`config.mk`:
```
export PLATFORM = sky130hd
export DESIGN_NAME = adder_arbiter
export DESIGN_NICKNAME = d
export VERILOG_FILES = /design/src/rtl/adder_arbiter.sv
export SDC_FILE = /design/constraint.sdc
export NUM_CORES = 1
export LEC_CHECK = 0
export ABC_AREA = 1
export CAP_MARGIN = 5
export CORE_MARGIN = 2
export CORE_UTILIZATION = 25
export CTS_BUF_LIST = sky130_fd_sc_hd__clkbuf_8
export DETAILED_ROUTE_END_ITERATION = 16
export GPL_TIMING_DRIVEN = 0
export REMOVE_ABC_BUFFERS = 1
export SYNTH_ARGS = -nofsm -noshare
export SYNTH_HDL_FRONTEND = slang
export SYNTH_SLANG_ARGS = --single-unit
```
`constraint.sdc`:
```
create_clock -name clk -period 3 [get_ports clk]
set_input_delay 0.6 -clock clk [delete_from_list [all_inputs] [get_ports clk]]
set_output_delay 0.6 -clock clk [all_outputs]
set_load 0.01 [all_outputs]
```
`src/rtl/adder_arbiter.sv`:
```
// Round-robin arbiter that lets NUM_REQ requesters share one external 32-bit adder.
// One operation at a time: grant in IDLE, wait ADD_LAT cycles in EXEC, hold result in RESP.
module adder_arbiter #(
  parameter int unsigned NUM_REQ = 4,
  parameter int unsigned ADD_LAT = 1,
  localparam int unsigned ID_W   = (NUM_REQ > 2) ? $clog2(NUM_REQ) : 1
) (
  input  logic                    clk,
  input  logic                    rst_n,
  input  logic [NUM_REQ-1:0]      req_valid,
  output logic [NUM_REQ-1:0]      req_ready,
  input  logic [NUM_REQ*32-1:0]   req_a,
  input  logic [NUM_REQ*32-1:0]   req_b,
  output logic [31:0]             add_a,
  output logic [31:0]             add_b,
  input  logic [32:0]             add_result,
  output logic                    rsp_valid,
  input  logic                    rsp_ready,
  output logic [ID_W-1:0]         rsp_id,
  output logic [32:0]             rsp_sum,
  output logic                    busy
);

  typedef enum logic [1:0] {
    IDLE,
    EXEC,
    RESP
  } state_e;

  state_e          state_q, state_d;
  logic [ID_W-1:0] ptr_q, ptr_d;
  logic [3:0]      cnt_q, cnt_d;
  logic [31:0]     add_a_q, add_a_d;
  logic [31:0]     add_b_q, add_b_d;
  logic [ID_W-1:0] rsp_id_q, rsp_id_d;
  logic [32:0]     rsp_sum_q, rsp_sum_d;
  logic            rsp_valid_q, rsp_valid_d;

  logic [31:0]     op_a [NUM_REQ];
  logic [31:0]     op_b [NUM_REQ];
  logic [ID_W-1:0] cand;
  logic [ID_W-1:0] gnt_idx;
  logic            gnt_found;

  always_comb begin
    for (int unsigned i = 0; i < NUM_REQ; i++) begin
      op_a[i] = req_a[i*32 +: 32];
      op_b[i] = req_b[i*32 +: 32];
    end
  end

  // First valid requester at or after ptr, wrapping at NUM_REQ.
  always_comb begin
    gnt_found = 1'b0;
    gnt_idx   = '0;
    cand      = '0;
    for (int unsigned off = 0; off < NUM_REQ; off++) begin
      cand = ID_W'((32'(ptr_q) + off) % NUM_REQ);
      if (!gnt_found && req_valid[cand]) begin
        gnt_found = 1'b1;
        gnt_idx   = cand;
      end
    end
  end

  // Gated by rst_n so the grant drops immediately when reset asserts.
  always_comb begin
    req_ready = '0;
    if (rst_n && (state_q == IDLE) && gnt_found) begin
      req_ready[gnt_idx] = 1'b1;
    end
  end

  always_comb begin
    state_d     = state_q;
    ptr_d       = ptr_q;
    cnt_d       = cnt_q;
    add_a_d     = add_a_q;
    add_b_d     = add_b_q;
    rsp_id_d    = rsp_id_q;
    rsp_sum_d   = rsp_sum_q;
    rsp_valid_d = rsp_valid_q;
    unique case (state_q)
      IDLE: begin
        if (gnt_found) begin
          add_a_d  = op_a[gnt_idx];
          add_b_d  = op_b[gnt_idx];
          rsp_id_d = gnt_idx;
          ptr_d    = (32'(gnt_idx) == NUM_REQ - 1) ? '0 : gnt_idx + ID_W'(1);
          cnt_d    = 4'(ADD_LAT);
          state_d  = EXEC;
        end
      end
      EXEC: begin
        cnt_d = cnt_q - 4'd1;
        if (cnt_q == 4'd1) begin
          rsp_sum_d   = add_result;
          rsp_valid_d = 1'b1;
          state_d     = RESP;
        end
      end
      RESP: begin
        if (rsp_ready) begin
          rsp_valid_d = 1'b0;
          state_d     = IDLE;
        end
      end
      default: state_d = IDLE;
    endcase
  end

  always_ff @(posedge clk or negedge rst_n) begin
    if (!rst_n) begin
      state_q     <= IDLE;
      ptr_q       <= '0;
      cnt_q       <= '0;
      add_a_q     <= '0;
      add_b_q     <= '0;
      rsp_id_q    <= '0;
      rsp_sum_q   <= '0;
      rsp_valid_q <= 1'b0;
    end else begin
      state_q     <= state_d;
      ptr_q       <= ptr_d;
      cnt_q       <= cnt_d;
      add_a_q     <= add_a_d;
      add_b_q     <= add_b_d;
      rsp_id_q    <= rsp_id_d;
      rsp_sum_q   <= rsp_sum_d;
      rsp_valid_q <= rsp_valid_d;
    end
  end

  assign add_a     = add_a_q;
  assign add_b     = add_b_q;
  assign rsp_id    = rsp_id_q;
  assign rsp_sum   = rsp_sum_q;
  assign rsp_valid = rsp_valid_q;
  assign busy      = (state_q != IDLE);

endmodule
```
==> results.toml <==
[clock_tree]
clockBufferDepth = 2
h-tree-depth = 3
cts_buffers = 9
clock-sinks = 108
clk_pin_slew_worst_paths_ns = 0.14
tritoncts = "yes"
clockRootBuffer = "clkbuf_8"
clkLatencyLatePin_ns = 0.41

[critical_path]
crit-reg2reg-launch = "ptr_q[0]"
r2r_end = "add_a[10]"
path_class = "register to output port"
end_kind = "output port"
crit_slowest_cell = "dfrtp_2"
reg2reg_slack_ns = 0.35
required_ns = 2.40
reg2reg_depth = 17
worstPathMaxFanout = 10
crit_arrival_ns = 2.31
start_kind = "register"
critical_path.most_common_cell = "nand2_2"
slowest_delay_ns = 0.51
path_cells = "inv_8, nand2_1, nand2_2, nand2_2, nand2_2, nor2_4, buf_6, nand3_4, nand2_8, inv_16, nand2_1, nor3_2, buf_2"

[power]
leakage_nw = 6.06
pwr-share-comb = 0.779
ir_worst_vdd_mv = 0.760
intPower_mw = 7.57
seqPwrFrac = 0.160
powerDensity_nw_per_um2 = 1310
switchingPower_mw = 8.68
clockPowerShare = 0.061
swShare = 0.534

[timing]
clock.fmax_ghz = 0.344
finalHoldViolCount = 0
fin_crit_ns = 2.91
rsz0062_at_grt = "true"
drv_slew = 0
setup_violations = 0
skew_ns = 0.0184
hold_ws_ns = 0.111
slew_headroom = 0.377
worstMarginPinSlew_ns = 0.934
post-route-period-util = 0.969

[detailed_routing]
wirelength_um = 34100
vias = 8897
drtPass1Iterations = 5
drtIter0Drc = 551
post_drt_wl_per_cell_um = 18.2
via_per_inst = 4.76
final_antenna_net_count = 0
drc = 0

[layout]
drive_gt1_frac = 0.104
finalNetCount = 1779
diodes = 0
final_util = 0.434
areaGrowthSynthToFinish_pct = 71.7
final_cell_area_sq_um = 12400

[floorplan]
start_util = 0.253
coreArea_sq_um = 28500
ioPinCount = 401
die_w_um = 174
rows = 62
dieArea_sq_um = 30200
die_h_um = 174

[place]
gp_congestion = 0.800
dpl.hpwl_um = 20400
post_dp_cell_area_sq_um = 11500
io_buffers = 400

[yosys]
synthMuxAreaShare = 0.0515
synthCells = 1105
synthTopCellsByArea = "dfrtp_1 (37%), nand2_1 (36%), nand4_1 (11%), mux2_2 (5.2%), buf_2 (3.7%)"
synth_top_family_by_area = "simple AND/OR/NAND/NOR gates"
yosysTopAreaCell = "dfrtp_1"
synth-main-ff-cell = "dfrtp_1"
synth_fa_ha_area_frac = 0.00347
async_flop_share = 1.00
synth_most_common_cell = "nand2_1"
syn_area_sq_um = 7210
yosys.area_share.simple = 0.488
synth_top_area_frac = 0.375
synth-compound-area-share = 0.00954
syn_area_per_cell_sq_um = 6.53
synth-warning-count = 0
synth_xor_area_frac = 0.00121
synth-edff-count = 0
synth_seq_cells = 108
synth.lib_cells_used.distinct = 26
synth_common_cells = "nand2_1 (691), nand4_1 (128), dfrtp_1 (108)"
synth_seq_area_share = 0.375

[grt]
grt_usage = 0.221
grt_max_degree = 82
gr-total-overflow = 0
grt_pass1_vias = 8749
grt_pass1_wl_um = 51700
antenna_found_initial = 1

[worst_hold_path]
holdCritPathClass = "input pin to async pin"

[run_status]
outcome = "completed"

[flow_run]
maxCapViolations = 0
[layout make-up]
cell class                 count  area [sq um]
timing repair buffer         442          4540
multi-input combinational    899          4320
inverter                      19           121
tap                          384           480
clock buffer                  10           138
fill                        2935         16200
sequential                   108          2710
timing repair inverter         2          17.5
clock inverter                 6          67.6
[cells by family after synthesis]
logic type               Yosys count
multiplexers                      33
AND/OR/NAND/NOR                  842
flip-flops                       108
buffers and inverters            107
adder cells (fa/ha/maj)            2
AO/OA/AOI/OAI                     12
XOR/XNOR                           1
[metrics by stage]
stage	cells	setup slack, ns	total power, mW	TNS (ns)
floorplan	1017	-3.41	8.53	-218.99
global placement	1801	-7.72	10.6	-894.37
detailed placement	1811	-2.21	13.4	-96.87
CTS	1864	-0.00512	16.1	-0.00512
global route	1870	-0.0261	17.8	-0.0863
finish	1870	0.0932	16.2	0
[how the worst max path moves through the flow]
stage	slack, ns	to	cells past startpoint	start
2_1_floorplan	-3.41	req_ready[1]	9	req_valid[3]
3_3_place_gp	-7.72	req_ready[0]	11	req_valid[1]
3_5_place_dp	-2.21	req_ready[1]	12	req_valid[1]
4_1_cts	-0.005	req_ready[1]	14	req_valid[1]
5_1_grt	-0.03	req_ready[1]	13	ptr_q[0]
6_report	0.09	req_ready[1]	13	ptr_q[0]
[power by group through the flow]
stage	clock, mW	sequential, mW	combinational, mW
floorplan	0	2.88	5.65
global placement	0	2.56	8.02
detailed placement	0	2.61	10.8
CTS	1.04	2.58	12.5
global route	1.08	2.69	14.0
finish	0.989	2.60	12.7
[sequential cells by signal, indices dropped and copies added, names as in the netlist]
signal	count
rsp_sum	33
state_q	2
add_a	32
rsp_valid	1
cnt_q	4
ptr_q	2
rsp_id	2
add_b	32
[worst max-delay path: cells and delay by family (launching register included)]
kind	cells	cell delay, ns
buffers and inverters	4	0.48
DFF	1	0.51
and+or+nand+nor	9	0.90
[layout by cell type, fill, tap and decap left out, types with 2 or more instances in the layout]
master,instances
a31oi_1,2
buf_12,5
buf_16,5
buf_2,4
buf_4,25
buf_6,6
bufbuf_16,2
clkbuf_8,10
clkdlybuf4s50_1,391
clkinv_8,2
dfrtp_1,106
dfrtp_2,2
dlymetal6s2s_1,4
ha_1,2
inv_1,8
inv_16,2
inv_2,4
inv_4,4
inv_6,5
mux2_2,33
nand2_1,672
nand2_2,11
nand2_4,9
nand2_8,4
nand3_1,3
nand3_2,8
nand3_4,5
nand4_1,128
nor2_1,4
nor2_2,2
nor2_4,2
nor3_2,2
o21ai_0,5
o22ai_1,2
[repair_timing]
action | in CTS | in global routing
cloned | 13 | 0
setup endpoints to repair | 77 | 4
resized for setup | 57 | 35
hold buffers | 0 | 0
buffers inserted | 24 | 9
pin swaps | 12 | 16
[metal layers]
layer	global-route usage	share of wire	vias to the layer above
li1	-	-	4330
met5	0	0	-
met4	0.0483	0.017	0
met3	0.0384	0.064	34
met1	0.282	0.42	4194
met2	0.388	0.50	339
(Power assumes the default switching activity.)
